==> config.mk <==
export PLATFORM = sky130hd
export DESIGN_NAME = pipeline_ctrl
export DESIGN_NICKNAME = d
export VERILOG_FILES = /design/src/rtl/pipeline_ctrl_pkg.sv /design/src/rtl/pipeline_ctrl_div_cycle_counter.sv /design/src/rtl/pipeline_ctrl.sv
export SDC_FILE = /design/constraint.sdc
export NUM_CORES = 1
export LEC_CHECK = 0
export ABC_AREA = 0
export CELL_PAD_IN_SITES_DETAIL_PLACEMENT = 0
export CELL_PAD_IN_SITES_GLOBAL_PLACEMENT = 1
export CORE_MARGIN = 4
export CORE_UTILIZATION = 21
export CTS_BUF_LIST = sky130_fd_sc_hd__clkbuf_8
export DETAILED_ROUTE_END_ITERATION = 10
export GPL_TIMING_DRIVEN = 0
export HOLD_SLACK_MARGIN = 0.05
export PLACE_DENSITY_LB_ADDON = 0.1
export REMOVE_ABC_BUFFERS = 1
export SETUP_SLACK_MARGIN = 0.1
export SKIP_CTS_REPAIR_TIMING = 1
export SYNTH_ARGS = -nofsm -noshare
export SYNTH_HDL_FRONTEND = slang
export SYNTH_HIERARCHICAL = 1
export SYNTH_SLANG_ARGS = --single-unit
==> constraint.sdc <==
create_clock -name clk -period 5.5 [get_ports clk]
set_input_delay 1.375 -clock clk [delete_from_list [all_inputs] [get_ports clk]]
set_output_delay 1.375 -clock clk [all_outputs]
set_load 0.005 [all_outputs]
==> src/rtl/pipeline_ctrl_pkg.sv <==
// pipeline_ctrl_pkg: stage indices, controller states and shared constants for pipeline control
package pipeline_ctrl_pkg;
   localparam int STAGE_IF = 0;
   localparam int STAGE_ID = 1;
   localparam int STAGE_EX = 2;
   localparam int STAGE_MEM = 3;
   localparam int STAGE_WB = 4;
   localparam int NSTAGE = 5;
   localparam int CNT_W = 6;
   localparam logic [31:0] EXC_VECTOR_DEF = 32'hBFC00380;
   typedef enum logic [1:0] {RUN = 2'd0, DIV = 2'd1, FLUSH = 2'd2} state_t;
   // Hold mask for a request at stage k: that stage and everything upstream of it.
   function automatic logic [NSTAGE-1:0] stall_upto(input int k);
      return NSTAGE'((1 << (k + 1)) - 1);
   endfunction
endpackage

==> src/rtl/pipeline_ctrl_div_cycle_counter.sv <==
// div_cycle_counter: down-counter timing a multi-cycle divide in EX
module div_cycle_counter
   import pipeline_ctrl_pkg::*;
(
   input  logic             clk,
   input  logic             rst,
   input  logic             load,
   input  logic             clear,
   input  logic             dec,
   input  logic [CNT_W-1:0] load_val,
   output logic             zero
);
   logic [CNT_W-1:0] count;
   always_ff @(posedge clk)
      count <= (!rst || clear) ? '0 : load ? load_val : dec ? count - 1'b1 : count;
   assign zero = count == '0;
endmodule

==> src/rtl/pipeline_ctrl.sv <==
// pipeline_ctrl: stall prioritisation, divide occupancy and exception flush/redirect control
module pipeline_ctrl
   import pipeline_ctrl_pkg::*;
#(
   parameter int          DIV_CYCLES = 32,
   parameter logic [31:0] EXC_VECTOR = EXC_VECTOR_DEF
) (
   input  logic              clk,
   input  logic              rst,
   input  logic              stallreq_if,
   input  logic              stallreq_id,
   input  logic              stallreq_mem,
   input  logic              div_req,
   input  logic              exc_req,
   input  logic              eret_req,
   input  logic [31:0]       epc,
   output logic [NSTAGE-1:0] stall,
   output logic              flush,
   output logic [31:0]       new_pc,
   output logic              div_busy,
   output logic              div_done
);
   state_t state, state_nx;
   logic accept, ex_req, zero, load, clear, dec, div_exit;
   div_cycle_counter u_cnt (
      .clk(clk),
      .rst(rst),
      .load(load),
      .clear(clear),
      .dec(dec),
      .load_val(CNT_W'(DIV_CYCLES - 1)),
      .zero(zero)
   );
   always_ff @(posedge clk)
      state <= !rst ? RUN : state_nx;
   // Exceptions wait for MEM to be ready; the refetch cycle ignores new requests.
   always_comb begin
      accept = (exc_req || eret_req) && !stallreq_mem && state != FLUSH;
      ex_req = (state == DIV && !zero) || (state == RUN && div_req);
      div_exit = state == DIV && zero && !stallreq_mem;
      load = state == RUN && div_req && !stallreq_mem && !accept;
      clear = accept || div_exit;
      dec = state == DIV && !zero;
      flush = accept;
      new_pc = accept ? (exc_req ? EXC_VECTOR : epc) : '0;
      stall = accept ? '0 :
              state == FLUSH ? stall_upto(STAGE_IF) :
              stallreq_mem ? stall_upto(STAGE_MEM) :
              ex_req ? stall_upto(STAGE_EX) :
              stallreq_id ? stall_upto(STAGE_ID) :
              stallreq_if ? stall_upto(STAGE_IF) : '0;
      div_busy = state == DIV;
      div_done = state == DIV && zero && !accept;
      state_nx = accept ? FLUSH :
                 state == FLUSH ? RUN :
                 load ? DIV :
                 div_exit ? RUN : state;
   end
endmodule

==> results by group <==
Run status
  – Status: finished, final reports clean

Timing
  – Tmin final: a little over 5000 ps
  – Max transition margin: 50.26%
  – Clock Skew: between 0.5 and 0.6 ps
  – Setup TNS: 0 ps
  – Endpoints failing hold: 0
  – Final setup vio count: 0
  – Fin. max-slew vios: 0
  – Fmax: between 150 and 200 MHz
  – Final period util: 92.14%
  – RSZ-0062 raised after global routing: no
  – Slew @ Worst Pin: 735.7 ps
  – Final hold slack: about 520 ps

Setup path
  – Buffers & Inverters on Critical Path: 2
  – FF-to-FF Start: u_cnt/count[3]
  – Crit-path cells: clkdlybuf4s50_1 > o21bai_1 > nor2_2 > o21a_1 > clkdlybuf4s50_1
  – Worst EP required: between 4000 and 5000 ps
  – Crit Path Class: input pin to output pin
  – Slowest cell on the critical path: clkdlybuf4s50_1
  – Most common cell on crit path: clkdlybuf4s50_1
  – Max incr delay on CP: ~850 ps
  – Critical path's top delay family: buffers and inverters
  – R2R Path End: u_cnt/count[5]
  – Worst Setup Start Kind: input pin
  – R2R Setup Slk: about 3200 ps
  – Crit path arrival time: 3690 ps
  – CP Capture Type: output pin
  – Worst reg-to-reg path cell count: 6
  – Crit-path max FO: 15

Floorplan
  – Initial core utilization: around 22%
  – Die Span Y: 71.79 um
  – Die width: 71.79 um
  – # IOs: 80
  – Die ar.: approximately 5200 um2
  – Cell Rows: 22
  – Core area: roughly 3800 um2

Clocking
  – H-tree depth: 1
  – Clock slew at reported path FFs: 40 ps
  – CTS Root Cell: clkbuf_8
  – CTS tree: yes
  – CTS buffer count: 3
  – Clk buf depth: 2
  – CTS Sinks: 8
  – Worst-Skew Late Latency: ~230 ps

Routing
  – Via count: about 1000
  – DRT Pass-1 Iters: 4
  – Drt initial violations: 13
  – Vias per cell: 4.385
  – Number of nets with antenna violations after routing: 0
  – Remaining DRCs: 0
  – WL/cell: about 13 um
  – Detailed Route WL: around 3100 um

Logic synthesis
  – Top_reg_cell synth: dfxtp_1
  – YS warnings: 6
  – Synth cell types: 38
  – Asr flop ratio synth: 0%
  – Post-synth top cells: and2_1, o21a_1, dfxtp_1, nor2_1
  – Synth Area per Inst: about 7.7 um2
  – Yosys reg bits: 8
  – Register area share after synthesis: between 10% and 20%
  – Syn Inst Count: 111
  – Largest area contributor in the netlist: dfxtp_1
  – EDFF count, synth: 0
  – Area fraction of the dominant cell type after synthesis: roughly a fifth
  – Netlist Area Pre-Place: about 850 um2
  – Top area cells in the synthesized netlist: dfxtp_1, and2_1, o21a_1
  – Leading cell type by number of instances after synthesis: and2_1

Global route
  – Vias in the first global route: about 1100
  – GRT Total Usage: about an eighth
  – Global route overflow: 0
  – Largest net degree at the start of global routing: 21
  – First-pass GRT wire length: 5099 um
  – Antenna violations before repair: 0

Finish
  – Layout net count: 235
  – N_diodes: 0
  – Area grow syn2layout: 101.2%
  – Layout cells sized above 1: roughly 4.2%

Worst hold path
  – Hold_sp: u_cnt/count[4]
  – Min-delay worst type: flip-flop to flip-flop
  – Hold depth: 2
  – Hold Path End: u_cnt/count[4]

Job
  – Max Cap Viol: 0

Placed design
  – DP HPWL: 2525 um
  – Placer Congestion: slightly above 0.7
  – I/O Buffers: 78

Pwr
  – Pwr Density: between 100 and 150 nW/um2
  – Leak pwr: between 0.6 and 0.7 nW
  – Max VDD drop: 0.04353 mV
cell families after synthesis:
family                   Yosys count  share of synthesized area [%]
AO/OA/AOI/OAI                     35                          28.99
XOR/XNOR                           3                          3.075
buffers and inverters              9                          5.563
AND/OR/NAND/NOR                   52                          39.83
other                              2                         0.8788
adder cells (fa/ha/maj)            2                          2.928
flip-flops                         8                          18.74
registers in the layout, indices dropped and copies added (netlist names):
| register | cells |
|---|---|
| u_cnt/count | 6 |
| state | 2 |
how the worst max path moves through the flow:
stage                 start         end  slack, ps  cells after the start
3_3_place_gp        exc_req   new_pc[8]        520                      5
6_report            exc_req  new_pc[26]        430                      5
3_5_place_dp        exc_req   new_pc[8]        440                      5
2_1_floorplan  stallreq_mem  new_pc[22]       2030                      3
5_1_grt             exc_req  new_pc[27]        260                      5
4_1_cts             exc_req  new_pc[26]        430                      5
power breakdown:
| group | total [mW] | internal [mW] | leakage, nW | switching, mW |
|---|---|---|---|---|
| clock network | 0.0722 | 0.0475 | 0.0216 | 0.0246 |
| registers | 0.0619 | 0.0597 | 0.0648 | 0.00225 |
| logic | 0.0888 | 0.0597 | 0.560 | 0.0291 |
cell type report:
class	count	area, um2
clock buffers	3	41.29
inverters	3	11.26
well taps	48	60.06
multi-input cells	99	665.6
fillers	380	2079
repair buffers	78	780.7
flip-flops and latches	8	160.2
tightest hold or removal path, stage by stage, from the launching register on:
cell and delay (ps):
dfxtp_1 330, o31ai_1 70, a31oi_1 70
through the flow:
step                power, mW  util (%)  instance area [um2]  std cells  setup WS (ps)
floorplan             0.09005         -                837.1        110           2034
global placement       0.1523     44.17                 1678        236          520.9
detailed placement     0.1522     44.17                 1678        236          436.9
CTS                    0.2263     45.26                 1719        239          432.8
global route           0.2363     45.26                 1719        239          259.2
finish                 0.2229     45.26                 1719        239          432.1
per-layer routing:
layer / up-vias / wire length (um) / GRT usage (%)
met3: 5 / 499 / 8.836
li1: 535 / - / -
met4: 0 / 49 / 5.010
met5: - / 0 / 0
met1: 449 / 1230 / 13.48
met2: 59 / 1327 / 18.67
cells in the final DEF (no fill, tap or decap), types with 3 or more instances in the layout:
cell type,Yosys,final
xnor2_1,3,3
conb_1,2,7
clkdlybuf4s50_1,0,78
and2_1,22,22
nor2_1,8,8
dfxtp_1,8,8
nor2b_1,5,5
clkbuf_8,0,3
o21ai_0,4,4
inv_1,3,3
nand2_1,5,5
a21oi_1,3,3
o21a_1,13,13
No activity file was read; power rests on OpenSTA's default activity.
